File: src/rtl/fpga_rst_pkg.sv
// Shared types and constants for the FPGA reset sequencer.
// Holds the sequencer state encoding and the width of the reset event counter.
package fpga_rst_pkg;

  typedef enum logic [1:0] {
    WAIT = 2'd0,
    HOLD = 2'd1,
    RUN  = 2'd2
  } rst_state_e;

  localparam int RST_CNT_W = 8;

  // Saturating increment for the reset event counter; sticks at all-ones.
  function automatic logic [RST_CNT_W-1:0] sat_inc(input logic [RST_CNT_W-1:0] value);
    logic [RST_CNT_W-1:0] result;
    if (value == {RST_CNT_W{1'b1}}) begin
      result = value;
    end else begin
      result = value + RST_CNT_W'(1);
    end
    return result;
  endfunction

endpackage

File: src/rtl/fpga_debounce.sv
// Synchroniser, polarity normalisation and stability counter for a raw pushbutton.
// stable_o is 1 while the debounced button is pressed.
module fpga_debounce #(
  parameter int DEBOUNCE_CYCLES = 1000000,
  parameter bit ACTIVE_HIGH     = 1'b1,
  parameter int SYNC_STAGES     = 2
) (
  input  logic clk_i,
  input  logic rst_ni,
  input  logic raw_i,
  output logic stable_o
);

  localparam int              CNT_W    = $clog2(DEBOUNCE_CYCLES + 1);
  localparam logic [CNT_W-1:0] CNT_LAST = CNT_W'(DEBOUNCE_CYCLES - 1);

  logic [SYNC_STAGES-1:0] sync_q;
  logic                   pressed;
  logic [CNT_W-1:0]       cnt_q;
  logic [CNT_W-1:0]       cnt_d;
  logic                   stable_q;
  logic                   stable_d;

  always_ff @(posedge clk_i or negedge rst_ni) begin
    if (!rst_ni) begin
      sync_q <= '0;
    end else begin
      sync_q <= {sync_q[SYNC_STAGES-2:0], raw_i};
    end
  end

  assign pressed = ACTIVE_HIGH ? sync_q[SYNC_STAGES-1] : ~sync_q[SYNC_STAGES-1];

  // Any cycle that agrees with the accepted level restarts the count, so a
  // level change only wins after DEBOUNCE_CYCLES uninterrupted disagreeing cycles.
  always_comb begin
    cnt_d    = '0;
    stable_d = stable_q;
    if (pressed != stable_q) begin
      if (cnt_q == CNT_LAST) begin
        stable_d = ~stable_q;
      end else begin
        cnt_d = cnt_q + CNT_W'(1);
      end
    end
  end

  always_ff @(posedge clk_i or negedge rst_ni) begin
    if (!rst_ni) begin
      cnt_q    <= '0;
      stable_q <= 1'b0;
    end else begin
      cnt_q    <= cnt_d;
      stable_q <= stable_d;
    end
  end

  assign stable_o = stable_q;

endmodule

File: src/rtl/fpga_rst_seq.sv
// Board-level reset sequencer: combines the pushbutton and clock-wizard lock into
// a clean system reset held for HOLD_CYCLES after both are good, and counts drops.
module fpga_rst_seq
  import fpga_rst_pkg::*;
#(
  parameter int DEBOUNCE_CYCLES = 1000000,
  parameter int HOLD_CYCLES     = 1024,
  parameter bit BTN_ACTIVE_HIGH = 1'b1,
  parameter int SYNC_STAGES     = 2
) (
  input  logic                 clk_i,
  input  logic                 rst_ni,
  input  logic                 btn_i,
  input  logic                 pll_locked_i,
  output logic                 rst_no,
  output logic                 rst_led_o,
  output logic                 busy_o,
  output logic [RST_CNT_W-1:0] reset_count_o
);

  localparam int               HOLD_W    = $clog2(HOLD_CYCLES + 1);
  localparam logic [HOLD_W-1:0] HOLD_LAST = HOLD_W'(HOLD_CYCLES - 1);

  logic [SYNC_STAGES-1:0] locked_sync_q;
  logic                   locked_sync;
  logic                   btn_db;
  logic                   abort;

  rst_state_e             state_q;
  rst_state_e             next_state;
  logic [HOLD_W-1:0]      hold_q;
  logic [HOLD_W-1:0]      hold_d;
  logic [RST_CNT_W-1:0]   count_q;
  logic [RST_CNT_W-1:0]   count_d;
  logic                   rst_q;

  fpga_debounce #(
    .DEBOUNCE_CYCLES(DEBOUNCE_CYCLES),
    .ACTIVE_HIGH    (BTN_ACTIVE_HIGH),
    .SYNC_STAGES    (SYNC_STAGES)
  ) u_btn_db (
    .clk_i   (clk_i),
    .rst_ni  (rst_ni),
    .raw_i   (btn_i),
    .stable_o(btn_db)
  );

  // The lock flag is a clean level from the clock wizard, so it only needs
  // synchronising, not debouncing.
  always_ff @(posedge clk_i or negedge rst_ni) begin
    if (!rst_ni) begin
      locked_sync_q <= '0;
    end else begin
      locked_sync_q <= {locked_sync_q[SYNC_STAGES-2:0], pll_locked_i};
    end
  end

  assign locked_sync = locked_sync_q[SYNC_STAGES-1];
  assign abort       = ~locked_sync | btn_db;

  always_comb begin
    next_state = state_q;
    hold_d     = '0;
    count_d    = count_q;
    case (state_q)
      WAIT: begin
        if (!abort) begin
          next_state = HOLD;
        end
      end
      HOLD: begin
        if (abort) begin
          next_state = WAIT;
        end else if (hold_q == HOLD_LAST) begin
          next_state = RUN;
        end else begin
          hold_d = hold_q + HOLD_W'(1);
        end
      end
      RUN: begin
        if (abort) begin
          next_state = WAIT;
          count_d    = sat_inc(count_q);
        end
      end
      default: begin
        next_state = WAIT;
      end
    endcase
  end

  // rst_q is registered from next_state so the released reset moves on the same
  // edge as the state and never glitches; the async clear asserts it at once.
  always_ff @(posedge clk_i or negedge rst_ni) begin
    if (!rst_ni) begin
      state_q <= WAIT;
      hold_q  <= '0;
      count_q <= '0;
      rst_q   <= 1'b0;
    end else begin
      state_q <= next_state;
      hold_q  <= hold_d;
      count_q <= count_d;
      rst_q   <= (next_state == RUN);
    end
  end

  assign rst_no        = rst_q;
  assign rst_led_o     = rst_q;
  assign busy_o        = (state_q != RUN);
  assign reset_count_o = count_q;

endmodule

File: config.mk
export PLATFORM = sky130hd
export DESIGN_NAME = fpga_rst_seq
export DESIGN_NICKNAME = d
export VERILOG_FILES = /design/src/rtl/fpga_rst_pkg.sv /design/src/rtl/fpga_debounce.sv /design/src/rtl/fpga_rst_seq.sv
export SDC_FILE = /design/constraint.sdc
export NUM_CORES = 1
export LEC_CHECK = 0
export CORE_MARGIN = 4
export CORE_UTILIZATION = 58
export DETAILED_ROUTE_END_ITERATION = 6
export PLACE_DENSITY = 0.79
export SLEW_MARGIN = 20
export SYNTH_ARGS = -nofsm -noshare
export SYNTH_HDL_FRONTEND = slang
export SYNTH_HIERARCHICAL = 1
export SYNTH_SLANG_ARGS = --single-unit
export TNS_END_PERCENT = 10
File: constraint.sdc
create_clock -name clk_i -period 3 [get_ports clk_i]
set_clock_uncertainty 0.15 [all_clocks]
set_input_delay 0.6 -clock clk_i [delete_from_list [all_inputs] [get_ports clk_i]]
set_output_delay 0.6 -clock clk_i [all_outputs]
set_load 0.05 [all_outputs]
Word-level counts from Yosys, hierarchy flattened
Index checks and enable logic that the tools add are counted.

word-level totals
  bits in latches = 0
  logic and storage cells = 36
  input port bits = 4
  ROM bits = 0
  flip-flop bits (word level) = 47
  RAM bits = 0
  memories = 0

operators by class
  shifts and indexed selects = 0
  $add $sub $neg = 3
  equality and inequality tests = 8
  reduce and logical (&&, ||, !) cells = 3
  $mul = 0
  magnitude comparators = 0
  bitwise operators = 4
  mux-type cells = 10
  divide/modulo/power cells = 0

operators by type and width
  operator                                          count
  two-way mux 20 bit                                2
  two-way mux 11 bit                                3
  adder 20 x 1 -> 20 bit (second input constant)    1
  == test 20 bit (second input constant)            1
  adder 11 x 1 -> 11 bit (second input constant)    1
  == test 11 x 10 -> 1 bit (second input constant)  1
  adder 8 x 1 -> 8 bit (second input constant)      1
  == test 8 bit (second input constant)             1
  two-way mux 2 bit                                 4
  case mux 2 bit (3 select lines)                   1
  == test 2 bit (second input constant)             2
  NOT 1 bit                                         3
  AND reduction 3 bit                               1
  == test 2 x 1 -> 1 bit (second input constant)    1
  zero test 2 bit                                   1
  != test 2 bit (second input constant)             1
  AND reduction 2 bit                               1
  != test 1 bit                                     1
  OR 1 bit                                          1

Logic depth before layout (Yosys ltp)
Gate-level depths: netlist (run 1).

  word-level depth = 5
  gate-level depth with buffers = 7

By module
Netlist (run 1), hierarchy kept.

modules (own cells, without submodules)
  module         area an instance (um^2)  cells an instance  times used
  fpga_debounce  1,108.6                  110                1
  fpga_rst_seq   1,088.5                  96                 1

Worst setup path after synthesis (run 1)
No wires, ideal clock.

  path kind = register to register
  from = reg u_btn_db.cnt_q[12]
  to = reg u_btn_db.cnt_q[10]
  required time = 2,731 ps
  path slack = 873 ps
  buffers on the path = 1
  arrival = 1,858 ps
  stages on the path, launching flop included = 6
  path through = dfrtp_1 > or4_1 > or4_4 > o21ai_4 > buf_6 > nor2_1

between the ends
  longest elaborated chain between the ends = 3

ends and longest elaborated chain
  what                    RTL line             RTL
  start, declared         fpga_debounce.sv:19  logic [CNT_W-1:0] cnt_q;
  start signal, assigned  fpga_debounce.sv:53  cnt_q <= cnt_d;
  == test 20 bit          fpga_debounce.sv:40  if (cnt_q == CNT_LAST) begin
  two-way mux 20 bit      fpga_debounce.sv:40
  two-way mux 20 bit      fpga_debounce.sv:39  if (pressed != stable_q) begin
  via u_btn_db.cnt_d[10]  fpga_debounce.sv:20  logic [CNT_W-1:0] cnt_d;

The timed path passes the listed nets, and every way through them passes these cells.
A chain may end at the register's enable or synchronous reset.

Worst setup path after layout (run 1)
  from = reg state_q[1]
  to = out busy_o

between the ends
  longest elaborated chain between the ends = 1

ends and longest elaborated chain
  what                    RTL line             RTL
  start, declared         fpga_rst_seq.sv:29   rst_state_e state_q;
  start signal, assigned  fpga_rst_seq.sv:101  state_q <= next_state;
  != test 2 bit           fpga_rst_seq.sv:110  assign busy_o = (state_q != RUN);
  end, declared           fpga_rst_seq.sv:17   output logic busy_o,

No other way between the ends.

==> results of run 1 <==
-- flip-flops by register name (all words and copies together) (netlist names) --
signal,count
reset_count_o,8
u_btn_db/sync_q,2
locked_sync_q,2
rst_led_o,1
u_btn_db/stable_o,1
hold_q,11
u_btn_db/cnt_q,20
state_q,2
-- logic make-up after synthesis --
kind of cell / Yosys count
compound gates: 14
mux: 2
fa+ha+maj: 3
simple gates: 95
buf+inv: 15
xor+xnor: 30
flops: 47
-- critical path: cells and delay by family (launching register included) --
family                 cells  cell delay (ns)
buffers and inverters      2             0.88
flip-flops                 1             0.41
AND/OR/NAND/NOR            1             0.17
-- metal layers --
layer	routed length, µm	global-route usage
met5	0	0
met4	69	0.0889
met3	96	0.0449
met1	1740	0.236
met2	1860	0.269
-- Yosys cell counts, drive strengths merged (4+ instances only) --
library cell	number	area share
nor4	7	0.020
inv	12	0.020
nand3	15	0.036
or4	4	0.017
nand4	6	0.017
dfrtp	47	0.54
nor2	34	0.059
xor2	12	0.048
nor3	8	0.018
nand2	8	0.017
a21oi	4	0.0091
xnor2	18	0.072
-- how the worst max path moves through the flow --
stage | from | endpoint | slack, ns | cells after the start
finish | state_q[1] | busy_o | 0.50 | 3
global route | state_q[1] | busy_o | 0.43 | 3
CTS | state_q[1] | busy_o | 0.47 | 3
detailed placement | u_btn_db/cnt_q[12] | u_btn_db/cnt_q[16] | 0.68 | 4
global placement | u_btn_db/cnt_q[12] | u_btn_db/cnt_q[13] | 0.74 | 4
floorplan | u_btn_db/cnt_q[12] | u_btn_db/cnt_q[10] | 0.87 | 5
-- power groups by stage --
stage / clock network (mW) / logic (mW) / registers, mW
detailed placement: 0 / 0.0372 / 0.660
finish: 0.375 / 0.0359 / 0.647
CTS: 0.391 / 0.0372 / 0.647
floorplan: 0 / 0.0181 / 0.658
global route: 0.415 / 0.0423 / 0.648
global placement: 0 / 0.0365 / 0.659
-- cell type report --
cell class | instances | area [µm²] | area share
multi-input cells | 144 | 953 | 0.387
clock buffers | 6 | 82.6 | 0.0335
clock inverters | 1 | 5.00 | 0.00203
flip-flops and latches | 47 | 1180 | 0.477
repair buffers | 15 | 143 | 0.0579
inverters | 12 | 45.0 | 0.0183
well taps | 48 | 60.1 | 0.0244
-- per-stage QoR --
stage / util / setup slack [ns] / power (mW) / hold slack (ns)
after floorplan: - / 0.873 / 0.677 / 0.154
after global placement: 0.649 / 0.744 / 0.696 / 0.185
after detailed placement: 0.649 / 0.682 / 0.697 / 0.186
after CTS: 0.673 / 0.474 / 1.08 / 0.0621
after global routing: 0.673 / 0.433 / 1.11 / 0.0801
final: 0.673 / 0.498 / 1.06 / 0.0582
==> reports/results.tsv, run 1 <==
metric	value	unit
vias per inst	5.49	
grt ovf	0	
min Tclk post-route	2.50	ns
Crit-path slowest cell	clkdlybuf4s50_1	
CP required	2.25	ns
XOR/XNOR share of the synthesized area	0.120	
final worst-path cycle share	0.834	
Root Driver	clkbuf_8	
CTS resizes	0	
TritonCTS clock tree	done	
total clock sinks	47	
reg2reg setup slack	0.68	ns
initial antenna violation count	0	
Post-Route WL	3770	µm
Residual DRC	0	
Setup-failing EPs final	0	
max-cap violation count	0	
Clock Power Share	0.355	
Compound-Gate Fraction of Synth Area	0.0575	
Initial DRT Pass Iterations	4	
critical path capture point type	output pin	
largest net degree at the start of global routing	32	
sequential fraction of design power	0.611	
Seq/Total Area, Yosys	0.535	
worst hold path class	in -> async	
dpl cell area	2380	µm²
WP data arrival	1.75	ns
fillers	304	
Peak supply drop	341	µV
Final ANT Viol Nets	0	
via count	1498	
initial DRC count	79	
Slew HR	0.596	
worst r2r dst	u_btn_db/cnt_q[8]	
Slew Viols, Final	0	
Syn Nets	213	
R2R cell count	4	
fin nets	232	
CP peak stage delay	0.80	ns
internal power	0.833	mW
worst slew pin tran	0.600	ns
endpoints failing hold	0	
Fmax	400	MHz
layout cell share with drive strength beyond 1	0.107	
proportion of synthesized area in mux cells	0.0103	
Worst-path clk slew	0.08	ns
synth warn	6	
Area growth, synth to finish	12.2	%
global-route wire length before repair	7000	µm
unrepaired setup endpoints after global routing	false	
Port-buffer cells	14	
average instance area after synthesis	10.7	µm²
n_diodes	0	
Sw Pwr	0.225	mW
post-route cell area	2460	µm²
DP HPWL	2600	µm
die width	69.5	µm
GRT Total Usage	0.177	
Mapped Area	2200	µm²
setup_tns	0	ns
vias in the first global route	1602	
Synth Register Bits	47	
Yosys cell types	41	
leakage power	1.05	nW
critical path type	reg -> out	
predominant post-synthesis flop cell	dfrtp_1	
Rows	22	
total setup buffers inserted after CTS	0	
CTS Buf Count	5	
EDFF count, synth	0	
Reg-to-Reg Start	u_btn_db/cnt_q[12]	
clk buf depth	2	
initial core utilization	0.600	
die area	4840	µm²
Post-Syn Instances	206	
crit path cell chain	nor2b_1, inv_1, clkdlybuf4s50_1	
type of element launching the critical path	flop	
Logic pwr share	0.034	
CORE AREA	3660	µm²
drt wl/cell	13.8	µm
commonest non-fill, non-tap cell in the layout	dfrtp_1	
Sw Share	0.213	
highest fanout seen on the critical path	4	
hold buffers post-CTS	0	
Die Y-Extent	69.5	µm
placed insts	266	
most frequent cells in the layout	47 x dfrtp_1, 33 x nor2_1, 18 x xnor2_1	
Post-Synth Adder-Cell Area	0.0171	
Post-Layout Cell Count	273	
htree depth	2	
GPL Wtd Cong	0.902	
worst skew pair latency	0.29	ns
Post-Synth Simple-Gate Area	0.229	
I/O pins	15	
ys async rst share	1.00	
power per standard cell area	429	nW/µm²
status	completed	
largest family of logic cells by synthesized area	simple AND/OR/NAND/NOR gates	
Note: power is estimated with default switching activity, not from simulation.
==> run 2: changes to the inputs <==
- CORE_UTILIZATION: 58 -> 52
- PLACE_DENSITY: 0.79 -> 0.75
- clock period: 3 -> 2.3 ns (I/O delays scaled with it)
==> run 2 against run 1 <==
Against the previous run: worst setup slack got worse by 0.39 ns; critical path depth decreased by 2; routed wire length increased by 1.4%; final area increased by 2.3%; clock power increased by 40%; register-to-register slack got worse by 0.56 ns; sequential power increased by 30%.
==> reports/results.tsv, run 2 (same netlist as run 1, synthesis figures left out) <==
metric	value	unit
register with the most flip-flops	u_btn_db/cnt_q	
via count	1512	
grt ovf	0	
CTS resizes	0	
most frequent cells in the layout	47 x dfrtp_1, 33 x nor2_1, 18 x xnor2_1	
Fmax	456	MHz
setup_tns	0	ns
GPL Wtd Cong	0.814	
Logic pwr share	0.036	
WL met3	150	µm
drt wl/cell	13.6	µm
global-route wire length before repair	6790	µm
I/O pins	15	
largest net degree at the start of global routing	48	
met1 WL	1760	µm
Final ANT Viol Nets	0	
Setup-failing EPs final	0	
vias in the first global route	1535	
Sw Pwr	0.321	mW
max reg flops	20	
crit path cell chain	clkdlybuf4s50_1	
fin nets	237	
final worst-path cycle share	0.953	
die width	73	µm
Root Driver	clkbuf_8	
Crit-path slowest cell	clkdlybuf4s50_1	
commonest non-fill, non-tap cell in the layout	dfrtp_1	
Post-Route WL	3820	µm
initial antenna violation count	0	
leakage power	1.08	nW
dpl cell area	2430	µm²
total clock sinks	47	
Clock Power Share	0.370	
pre-CTS WS	0.116	ns
Crit path buffers/inverters	1	
DP HPWL	2590	µm
reg2reg setup slack	0.12	ns
initial DRC count	42	
Slew HR	0.622	
n_diodes	0	
family with the most delay on the worst path	buffers and inverters	
CTS Buf Count	5	
status	completed	
TritonCTS clock tree	done	
critical path type	reg -> out	
Port-buffer cells	14	
type of element launching the critical path	flop	
worst slew pin tran	0.568	ns
die area	5330	µm²
sequential fraction of design power	0.594	
Residual DRC	0	
worst hold path class	in -> async	
critical path capture point type	output pin	
Die Y-Extent	73	µm
highest fanout seen on the critical path	5	
area of the multi-input gates	953	µm²
max-cap violation count	0	
min Tclk post-route	2.19	ns
Layout Utilization	0.622	
Sw Share	0.226	
routed wl met2	1850	µm
Area growth, synth to finish	14.8	%
clk buf depth	2	
internal power	1.10	mW
fillers	322	
Worst-path clk slew	0.09	ns
Peak supply drop	408	µV
power per standard cell area	563	nW/µm²
htree depth	2	
hold buffers post-CTS	0	
Initial DRT Pass Iterations	4	
worst skew pair latency	0.31	ns
GRT Total Usage	0.166	
CP peak stage delay	0.84	ns
unrepaired setup endpoints after global routing	false	
endpoints failing hold	0	
Rows	23	
WP data arrival	1.58	ns
CORE AREA	4060	µm²
CP required	1.69	ns
storage element area	1180	µm²
post-route cell area	2520	µm²
DR top layer	met4	
total setup buffers inserted after CTS	0	
vias per inst	5.38	
initial core utilization	0.541	
layout cell share with drive strength beyond 1	0.130	
final setup margin	0.108	ns
Slew Viols, Final	0	
==> run 2: path summary, 6_finish.rpt <==
| check | from | end | cells past startpoint |
|---|---|---|---|
| max | reset_count_o[4] | reset_count_o[4] | 1 |
| min | rst_ni | hold_q[4] | 2 |
| max reg2reg | u_btn_db/cnt_q[12] | u_btn_db/stable_o | 4 |
| min reg2reg | locked_sync_q[0] | locked_sync_q[1] | 0 |
| max in group asynchronous | rst_ni | u_btn_db/cnt_q[10] | 2 |
| min in group clk_i | locked_sync_q[0] | locked_sync_q[1] | 0 |
==> run 2: power groups by stage <==
stage          registers [mW]  logic [mW]  clock network (mW)
4_1_cts                 0.844      0.0522               0.540
2_1_floorplan           0.859      0.0236                   0
5_1_grt                 0.846      0.0591               0.569
3_3_place_gp            0.860      0.0516                   0
6_report                0.844      0.0507               0.526
3_5_place_dp            0.861      0.0523                   0
==> run 2: cell type report <==
class	instances	share of cell area
clock inverters	1	0.00347
repair buffers	20	0.0754
inverters	12	0.0179
well taps	50	0.0248
multi-input cells	144	0.378
clock buffers	7	0.0342
flip-flops and latches	47	0.466
==> run 2: metal layers <==
| layer | vias to the layer above | global-route usage |
|---|---|---|
| met1 | 725 | 0.203 |
| met5 | - | 0 |
| met3 | 6 | 0.0592 |
| li1 | 753 | - |
| met2 | 28 | 0.269 |
| met4 | 0 | 0.0594 |
==> run 2: per-stage QoR <==
step	power, mW	std cells	hold WS, ns
6_report	1.42	281	0.0782
5_1_grt	1.47	281	0.118
4_1_cts	1.44	281	0.0918
3_5_place_dp	0.913	273	0.189
3_3_place_gp	0.912	273	0.188
2_1_floorplan	0.882	206	0.0144
